$ cat src/rtl/gfx_cmd_queue.sv
// Purpose: buffers CPU graphics command words and replays each one onto io_data as a hold-then-NOP pulse train.
// Latency: a word written into an empty idle queue at edge k is driven on io_data from edge k+1 for HOLD_CYCLES cycles.
// Backpressure: full is registered; a write while full is dropped and the sticky overflow flag is set.
module gfx_cmd_queue #(
  parameter int          DEPTH       = 16,
  parameter int          HOLD_CYCLES = 4,
  parameter int          GAP_CYCLES  = 1,
  parameter logic [7:0]  NOP_INSTR   = 8'h00
) (
  input  logic                     clk,
  input  logic                     rst,
  input  logic                     wr_en,
  input  logic [15:0]              wr_data,
  output logic                     full,
  output logic [$clog2(DEPTH):0]   level,
  output logic [15:0]              io_data,
  output logic                     busy,
  output logic                     overflow,
  input  logic                     clr_overflow
);

  localparam int AW   = $clog2(DEPTH);
  localparam int LW   = AW + 1;
  localparam int CMAX = (HOLD_CYCLES > GAP_CYCLES) ? HOLD_CYCLES : GAP_CYCLES;
  // The counter only ever holds values up to CMAX-1.
  localparam int CW   = (CMAX > 1) ? $clog2(CMAX) : 1;

  localparam logic [15:0]   NOP_WORD = {NOP_INSTR, 8'h00};
  localparam logic [LW-1:0] DEPTH_L  = LW'(DEPTH);
  localparam logic [CW-1:0] HOLD_INI = CW'(HOLD_CYCLES - 1);
  localparam logic [CW-1:0] GAP_INI  = CW'(GAP_CYCLES - 1);

  typedef enum logic [1:0] {
    IDLE = 2'd0,
    HOLD = 2'd1,
    GAP  = 2'd2
  } state_t;

  state_t          state;
  logic [CW-1:0]   cnt;
  logic [15:0]     mem [DEPTH];
  logic [AW-1:0]   wr_ptr;
  logic [AW-1:0]   rd_ptr;
  logic            push;
  logic            pop;
  logic            have_word;
  logic [LW-1:0]   level_nxt;

  assign have_word = (level != '0);
  // full is the registered flag, so a pop on the same edge cannot rescue a write.
  assign push      = wr_en && !full;
  assign busy      = (state != IDLE) || have_word;

  // Pop whenever the FSM is ready to start a new command and a word is queued.
  always_comb begin
    pop = 1'b0;
    if (have_word) begin
      if (state == IDLE) begin
        pop = 1'b1;
      end else if ((state == GAP) && (cnt == '0)) begin
        pop = 1'b1;
      end
    end
  end

  // Next occupancy: a simultaneous push and pop leaves the level unchanged.
  always_comb begin
    level_nxt = level;
    if (push && !pop) begin
      level_nxt = level + LW'(1);
    end else if (!push && pop) begin
      level_nxt = level - LW'(1);
    end
  end

  // Storage array; contents need no reset because the pointers define validity.
  always_ff @(posedge clk) begin
    if (push) begin
      mem[wr_ptr] <= wr_data;
    end
  end

  // Pointers, occupancy, registered full flag and sticky overflow.
  always_ff @(posedge clk or negedge rst) begin
    if (!rst) begin
      wr_ptr   <= '0;
      rd_ptr   <= '0;
      level    <= '0;
      full     <= 1'b0;
      overflow <= 1'b0;
    end else begin
      if (push) begin
        wr_ptr <= wr_ptr + AW'(1);
      end
      if (pop) begin
        rd_ptr <= rd_ptr + AW'(1);
      end
      level <= level_nxt;
      full  <= (level_nxt == DEPTH_L);
      // A dropped write wins over a clear on the same edge.
      if (wr_en && full) begin
        overflow <= 1'b1;
      end else if (clr_overflow) begin
        overflow <= 1'b0;
      end
    end
  end

  // Output sequencer: drive each word for HOLD_CYCLES, then NOP for GAP_CYCLES.
  always_ff @(posedge clk or negedge rst) begin
    if (!rst) begin
      state   <= IDLE;
      cnt     <= '0;
      io_data <= NOP_WORD;
    end else begin
      case (state)
        IDLE: begin
          if (pop) begin
            io_data <= mem[rd_ptr];
            cnt     <= HOLD_INI;
            state   <= HOLD;
          end
        end
        HOLD: begin
          if (cnt == '0) begin
            io_data <= NOP_WORD;
            cnt     <= GAP_INI;
            state   <= GAP;
          end else begin
            cnt <= cnt - CW'(1);
          end
        end
        GAP: begin
          if (cnt == '0) begin
            if (pop) begin
              io_data <= mem[rd_ptr];
              cnt     <= HOLD_INI;
              state   <= HOLD;
            end else begin
              state <= IDLE;
            end
          end else begin
            cnt <= cnt - CW'(1);
          end
        end
        default: begin
          io_data <= NOP_WORD;
          cnt     <= '0;
          state   <= IDLE;
        end
      endcase
    end
  end

endmodule

$ cat config.mk
export PLATFORM = sky130hd
export DESIGN_NAME = gfx_cmd_queue
export DESIGN_NICKNAME = d
export VERILOG_FILES = /design/src/rtl/gfx_cmd_queue.sv
export SDC_FILE = /design/constraint.sdc
export NUM_CORES = 1
export LEC_CHECK = 0
export CAP_MARGIN = 20
export CORE_ASPECT_RATIO = 0.9
export CORE_MARGIN = 2
export CORE_UTILIZATION = 40
export DETAILED_ROUTE_END_ITERATION = 8
export PLACE_DENSITY_LB_ADDON = 0.12
export SYNTH_ARGS = -nofsm -noshare
export SYNTH_HDL_FRONTEND = slang
export SYNTH_SLANG_ARGS = --single-unit
$ cat constraint.sdc
create_clock -name clk -period 3.76 [get_ports clk]
set_clock_uncertainty 0.2 [all_clocks]
set_input_delay 0.564 -clock clk [delete_from_list [all_inputs] [get_ports clk]]
set_output_delay 0.564 -clock clk [all_outputs]
set_load 0.03 [all_outputs]
Yosys cells after proc, flatten, opt, wreduce, memory -nomap -nowiden:

Memory sizes are Yosys's and may differ from the RTL's.
Cells that the tools add are included.
Widths: inputs -> output; s select.

* bits in latches: 0
* input bits: 20
* RAM bits: 256
* logic and storage cells: 58
* memories: 1
* ROM bits: 0
* bits in registers: 35
* output and inout port bits: 24

Memory list
* mem: depth 16, width 16, read ports 1, clocked after memory_dff 0, wr ports 1, RTL line 41 `logic [15:0] mem [DEPTH];`

* $mul: 0
* order comparisons: 0
* divide/modulo/power cells: 0
* bitwise operators: 0
* mux-type cells: 22
* add/subtract/negate cells: 5
* shift operators: 0
* eq/ne operators: 6
* reduce and logical (&&, ||, !) cells: 16

Operator list (count)
* $mux 16: 3
* $pmux 16 s3: 1
* $mux 2: 6
* $pmux 2 s3: 2
* $mux 5: 2
* $add 4x1->4 const B: 2
* $mux 1: 8
* $add 5x1->5 const B: 1
* $eq 5x5->1 const B: 1
* $logic_and 1x1->1: 5
* $reduce_bool 5->1: 1
* $sub 5x1->5 const B: 1
* $logic_not 2->1: 2
* $ne 2x2->1 const B: 2
* $reduce_bool 2->1: 2
* $logic_not 1->1: 3
* $reduce_and 3->1: 1
* $eq 2x1->1 const B: 1
* $eq 2x2->1 const B: 1
* $ne 2x1->1 const B: 1
* $reduce_and 2->1: 1
* $sub 2x1->2 const B: 1
* $logic_or 1x1->1: 1

Depth between registers and ports, before layout:

Gate-level depths: netlist of the first run.

* depth after elaboration: 9
* gate-level depth with buffers: 7

Least setup slack after synthesis of the first run:

No wires, ideal clock.

* path kind: input to register
* start: input wr_en
* end: memory mem[3][0], enable pin
* arrival: 2.478 ns
* slack: 0.672 ns
* stages: 5
* required time: 3.151 ns
* setup time: 0.409 ns
* buffers on the path: 2
* cells stage by stage: nor2b_1 clkbuf_1 buf_2 nand2_1 nor3_1

* longest elaborated chain between the ends: 3

RTL lines
* start: declaration: RTL line 12 `input logic wr_en,`
* $logic_and 1x1->1: RTL line 51 `assign push = wr_en && !full;`
* $mux 1: RTL line 78 `if (push) begin`
* $mux 1 (implied by the code): RTL line 79 `mem[wr_ptr] <= wr_data;`
* end: declaration: RTL line 41

No other way between the ends.

Final worst setup path of the first run:

* start: register level[0]
* end: output busy

* longest elaborated chain between the ends: 2

RTL lines
* start: declaration: RTL line 15 `output logic [$clog2(DEPTH):0] level,`
* start signal: assignment: RTL line 98 `level <= level_nxt;`
* $reduce_bool 5->1: RTL line 49 `assign have_word = (level != '0);`
* $logic_or 1x1->1: RTL line 52 `assign busy = (state != IDLE) || have_word;`
* end: declaration: RTL line 17 `output logic busy,`

No other way between the ends.

==> results of run 1 <==
[critical path, delay by kind of cell, from the launching register on]
family,cells,cell delay (ns)
simple gates,2,0.82
buf+inv,2,0.73
flops,1,0.46
fa+ha+maj,1,0.24
[cell usage after synthesis (2+ instances only)]
| master | instances | share of area |
|---|---|---|
| nand3_1 | 2 | 0.00087 |
| mux4_2 | 54 | 0.11 |
| edfxtp_1 | 256 | 0.67 |
| buf_6 | 3 | 0.0029 |
| mux4_1 | 10 | 0.023 |
| xnor2_1 | 11 | 0.0083 |
| o21ai_0 | 7 | 0.0030 |
| a22o_1 | 16 | 0.012 |
| nor2_1 | 19 | 0.0062 |
| nand4_1 | 4 | 0.0022 |
| mux2i_1 | 16 | 0.014 |
| a21oi_1 | 23 | 0.010 |
| clkbuf_1 | 9 | 0.0029 |
| dfrtp_1 | 35 | 0.076 |
| clkbuf_8 | 2 | 0.0024 |
| nand2b_1 | 3 | 0.0016 |
| nor3_1 | 5 | 0.0022 |
| buf_2 | 11 | 0.0048 |
| inv_1 | 7 | 0.0023 |
| buf_4 | 3 | 0.0019 |
| buf_1 | 2 | 0.00065 |
| nor2b_1 | 17 | 0.0092 |
| ha_1 | 7 | 0.0076 |
| o32ai_1 | 2 | 0.0015 |
| a311oi_1 | 2 | 0.0015 |
| a211oi_1 | 14 | 0.0091 |
| nand2_1 | 18 | 0.0058 |
| a211oi_2 | 2 | 0.0022 |
| nor4_1 | 3 | 0.0016 |
[metal layers]
metal	up-vias	part of all wire	routed length, µm	global-route usage
met5	-	0	0	0
met4	0	0.016	422	0.03782
met3	33	0.053	1375	0.02544
met2	136	0.48	12470	0.2912
met1	2922	0.45	11530	0.2545
li1	2528	-	-	-
[cells in the final DEF, fill, tap and decap left out, types with 8 or more instances in the layout]
master	count
a211oi_1	14
a21oi_1	23
a22o_1	16
buf_12	8
buf_4	21
clkbuf_16	31
clkdlybuf4s50_1	42
dfrtp_1	32
edfxtp_1	256
mux2i_1	16
mux4_1	10
mux4_2	54
nand2_1	18
nor2_2	13
nor2b_1	17
xnor2_1	11
[cells by family (layout without fill, tap and decap cells)]
group / after synthesis / count (layout) / synth area share
AO/OA/AOI/OAI: 73 / 73 / 0.04430
XOR/XNOR: 11 / 11 / 0.008339
adder cells (fa/ha/maj): 7 / 7 / 0.007581
buffers and inverters: 39 / 138 / 0.02025
flip-flops: 291 / 291 / 0.7413
multiplexers: 80 / 80 / 0.1419
AND/OR/NAND/NOR: 79 / 79 / 0.03639
[final cells by class]
class | count | area, µm²
Clock inverter | 19 | 183.9
Sequential cell | 291 | 8569
Timing Repair Buffer | 73 | 753.2
Clock buffer | 39 | 815.8
Fill cell | 2404 | 15020
Tap cell | 366 | 457.9
Multi-Input combinational cell | 250 | 2811
Inverter | 7 | 26.28
[worst paths after layout]
| kind | startpoint | end | slack [ns] |
|---|---|---|---|
| worst max-delay path | level[0]$_DFF_PN0_ | busy | 0.22 |
| worst min-delay path | io_data[10]$_DFFE_PN0P_ | io_data[10]$_DFFE_PN0P_ | 0.31 |
| worst max register to register | rd_ptr[0]$_DFFE_PN0P_ | io_data[9]$_DFFE_PN0P_ | 1.01 |
| worst min register to register | io_data[10]$_DFFE_PN0P_ | io_data[10]$_DFFE_PN0P_ | 0.31 |
| max in group asynchronous | rst | rd_ptr[0]$_DFFE_PN0P_ | 2.13 |
| min in group asynchronous | rst | rd_ptr[0]$_DFFE_PN0P_ | 0.52 |
[sequential cells by signal (all words and copies together) (netlist names)]
register / count
full: 1
level: 5
mem: 256
state: 2
wr_ptr: 4
cnt: 2
io_data: 16
rd_ptr: 4
overflow: 1
[through the flow]
stage	setup slack, ns	utilization
2_1_floorplan	0.6723	-
3_3_place_gp	0.7065	0.4402
3_5_place_dp	0.6945	0.4402
4_1_cts	0.1956	0.4755
5_1_grt	0.07846	0.4755
6_report	0.2238	0.4755
[power by group through the flow]
stage | registers, W | clock network (W) | logic, W
floorplan | 0.00439 | 0 | 0.00223
finish | 0.00441 | 0.00297 | 0.00324
global route | 0.00448 | 0.00317 | 0.00352
CTS | 0.00443 | 0.00303 | 0.00330
global placement | 0.00447 | 0 | 0.00328
detailed placement | 0.00449 | 0 | 0.00328
==> results by group, run 1 <==
STA
  – Final hold slack: 0.3054 ns
  – Tightest Pin Transition: 0.9967 ns
  – Minimum clock period: 3.536 ns
  – Rel. slew slack: 0.3355
  – Maximum clock frequency: 0.2828 GHz
  – RSZ-0062 raised after global routing: false
  – Max-slew violation total from the final report: 0
  – Fin Setup TNS: 0 ns
  – Final Setup Violations: 0
  – Final hold vios: 0
  – Final Cycle Share: 0.9405

Synth
  – Post-Synthesis Cells: 580
  – Syn avg cell area: 19.92 µm²
  – Synth Net Count: 607
  – Share of synthesized registers carrying an async set or reset: 0.1203
  – Sequential fraction of the synthesis area: 0.7413
  – Register bit count reported by yosys: 291
  – Mapped cell area: 0.01155 mm²
  – Top FF cell, synth: edfxtp_1
  – Yosys warning count: 0
  – Synth cell types: 46
  – EDFF count, synth: 256

Critical path
  – Required time of the critical path: 3.00 ns
  – Register-to-Register Path Depth: 6
  – Peak fanout along the critical path: 7
  – Worst Setup End Kind: primary output
  – Max incr delay on CP: 0.60 ns
  – CP startpoint kind: flop
  – Arr. time, crit path: 2.77 ns
  – WS Path Type: flop to primary output
  – Max stage delay cell, worst path: clkdlybuf4s50_1
  – CP Cell Sequence: inv_1 -> ha_1 -> or4b_1 -> or3_1 -> clkdlybuf4s50_1

Clocking
  – CTS H-Tree Depth: 1
  – Postcts setup bufs: 0
  – Clk Latency, worst-skew pair: 0.56 ns
  – Clock Tree Root: clkbuf_16
  – Num CTS Buffers: 31
  – Post_cts resized: 0
  – Hold Buf Count CTS: 1
  – Clk buf depth: 3
  – Clock Sink Count: 291
  – Worst-path clk slew: 0.06 ns
  – TritonCTS clock tree: built

Routing
  – Residual DRC: 0
  – WL/cell: 24.68 µm
  – Vias per cell: 5.377
  – Post-DRT Antenna Nets: 0
  – Vias: 5,619
  – Routed Wire Length: 25,790 µm
  – Router iterations before antenna repair: 4
  – DR iter-0 viols: 381

Placed design
  – PortBufs: 43
  – Hpwl dp: 15,770 µm
  – GP Congestion: 0.7614
  – Placement Cell Area: 0.01261 mm²
  – Placed cell count: 986

Finish
  – Final Net Count: 681
  – Area grow syn2layout: 17.88%
  – Layout cell share with drive strength beyond 1: 0.2312
  – Post-route insts no fill: 1,045
  – Ant. Diodes: 0
  – Fin area: 0.01362 mm²

Floorplan
  – Cell Rows: 59
  – Initial Utilization: 0.4033
  – DIE WIDTH: 183.1 µm
  – Die Span Y: 165.2 µm
  – Io pins: 44
  – Core Area: 0.02864 mm²
  – Die area: 0.03026 mm²

Power
  – Pwr Density: 779.9 mW/mm²
  – Net Sw Power: 0.003406 W
  – Leakage: 4.480 nW
  – Sequential power share: 0.415
  – Net Sw Frac: 0.3207
  – Power Total: 0.01062 W
  – Clock share of power: 0.279
  – Internal power: 0.007215 W
  – Fraction of power consumed by combinational cells: 0.305
  – VDD IR max: 0.0004082 V

Global routing
  – Gr usage total: 0.1772
  – Largest net degree at the start of global routing: 36
  – Number of global-route vias before repair: 5,881
  – First-pass GRT wire length: 39,010 µm
  – Initial antenna violation count: 0
  – Grt ovf: 0

Flow run
  – Max-cap viol count: 0

Hold path
  – Hold Crit Class: flop to flop
  – Hold Path Stages: 1

Outcome
  – Status: complete, no violations
(Power assumes the default switching activity.)
==> inputs of run 2 (changes only) <==
--- a/config.mk
+++ b/config.mk
@@ -5,7 +5,6 @@
 export SDC_FILE = /design/constraint.sdc
 export NUM_CORES = 1
 export LEC_CHECK = 0
-export CAP_MARGIN = 20
 export CORE_ASPECT_RATIO = 0.9
 export CORE_MARGIN = 2
 export CORE_UTILIZATION = 40
==> results of run 2 <==
The final DEF is identical to that of run 1; final timing and power are the same.
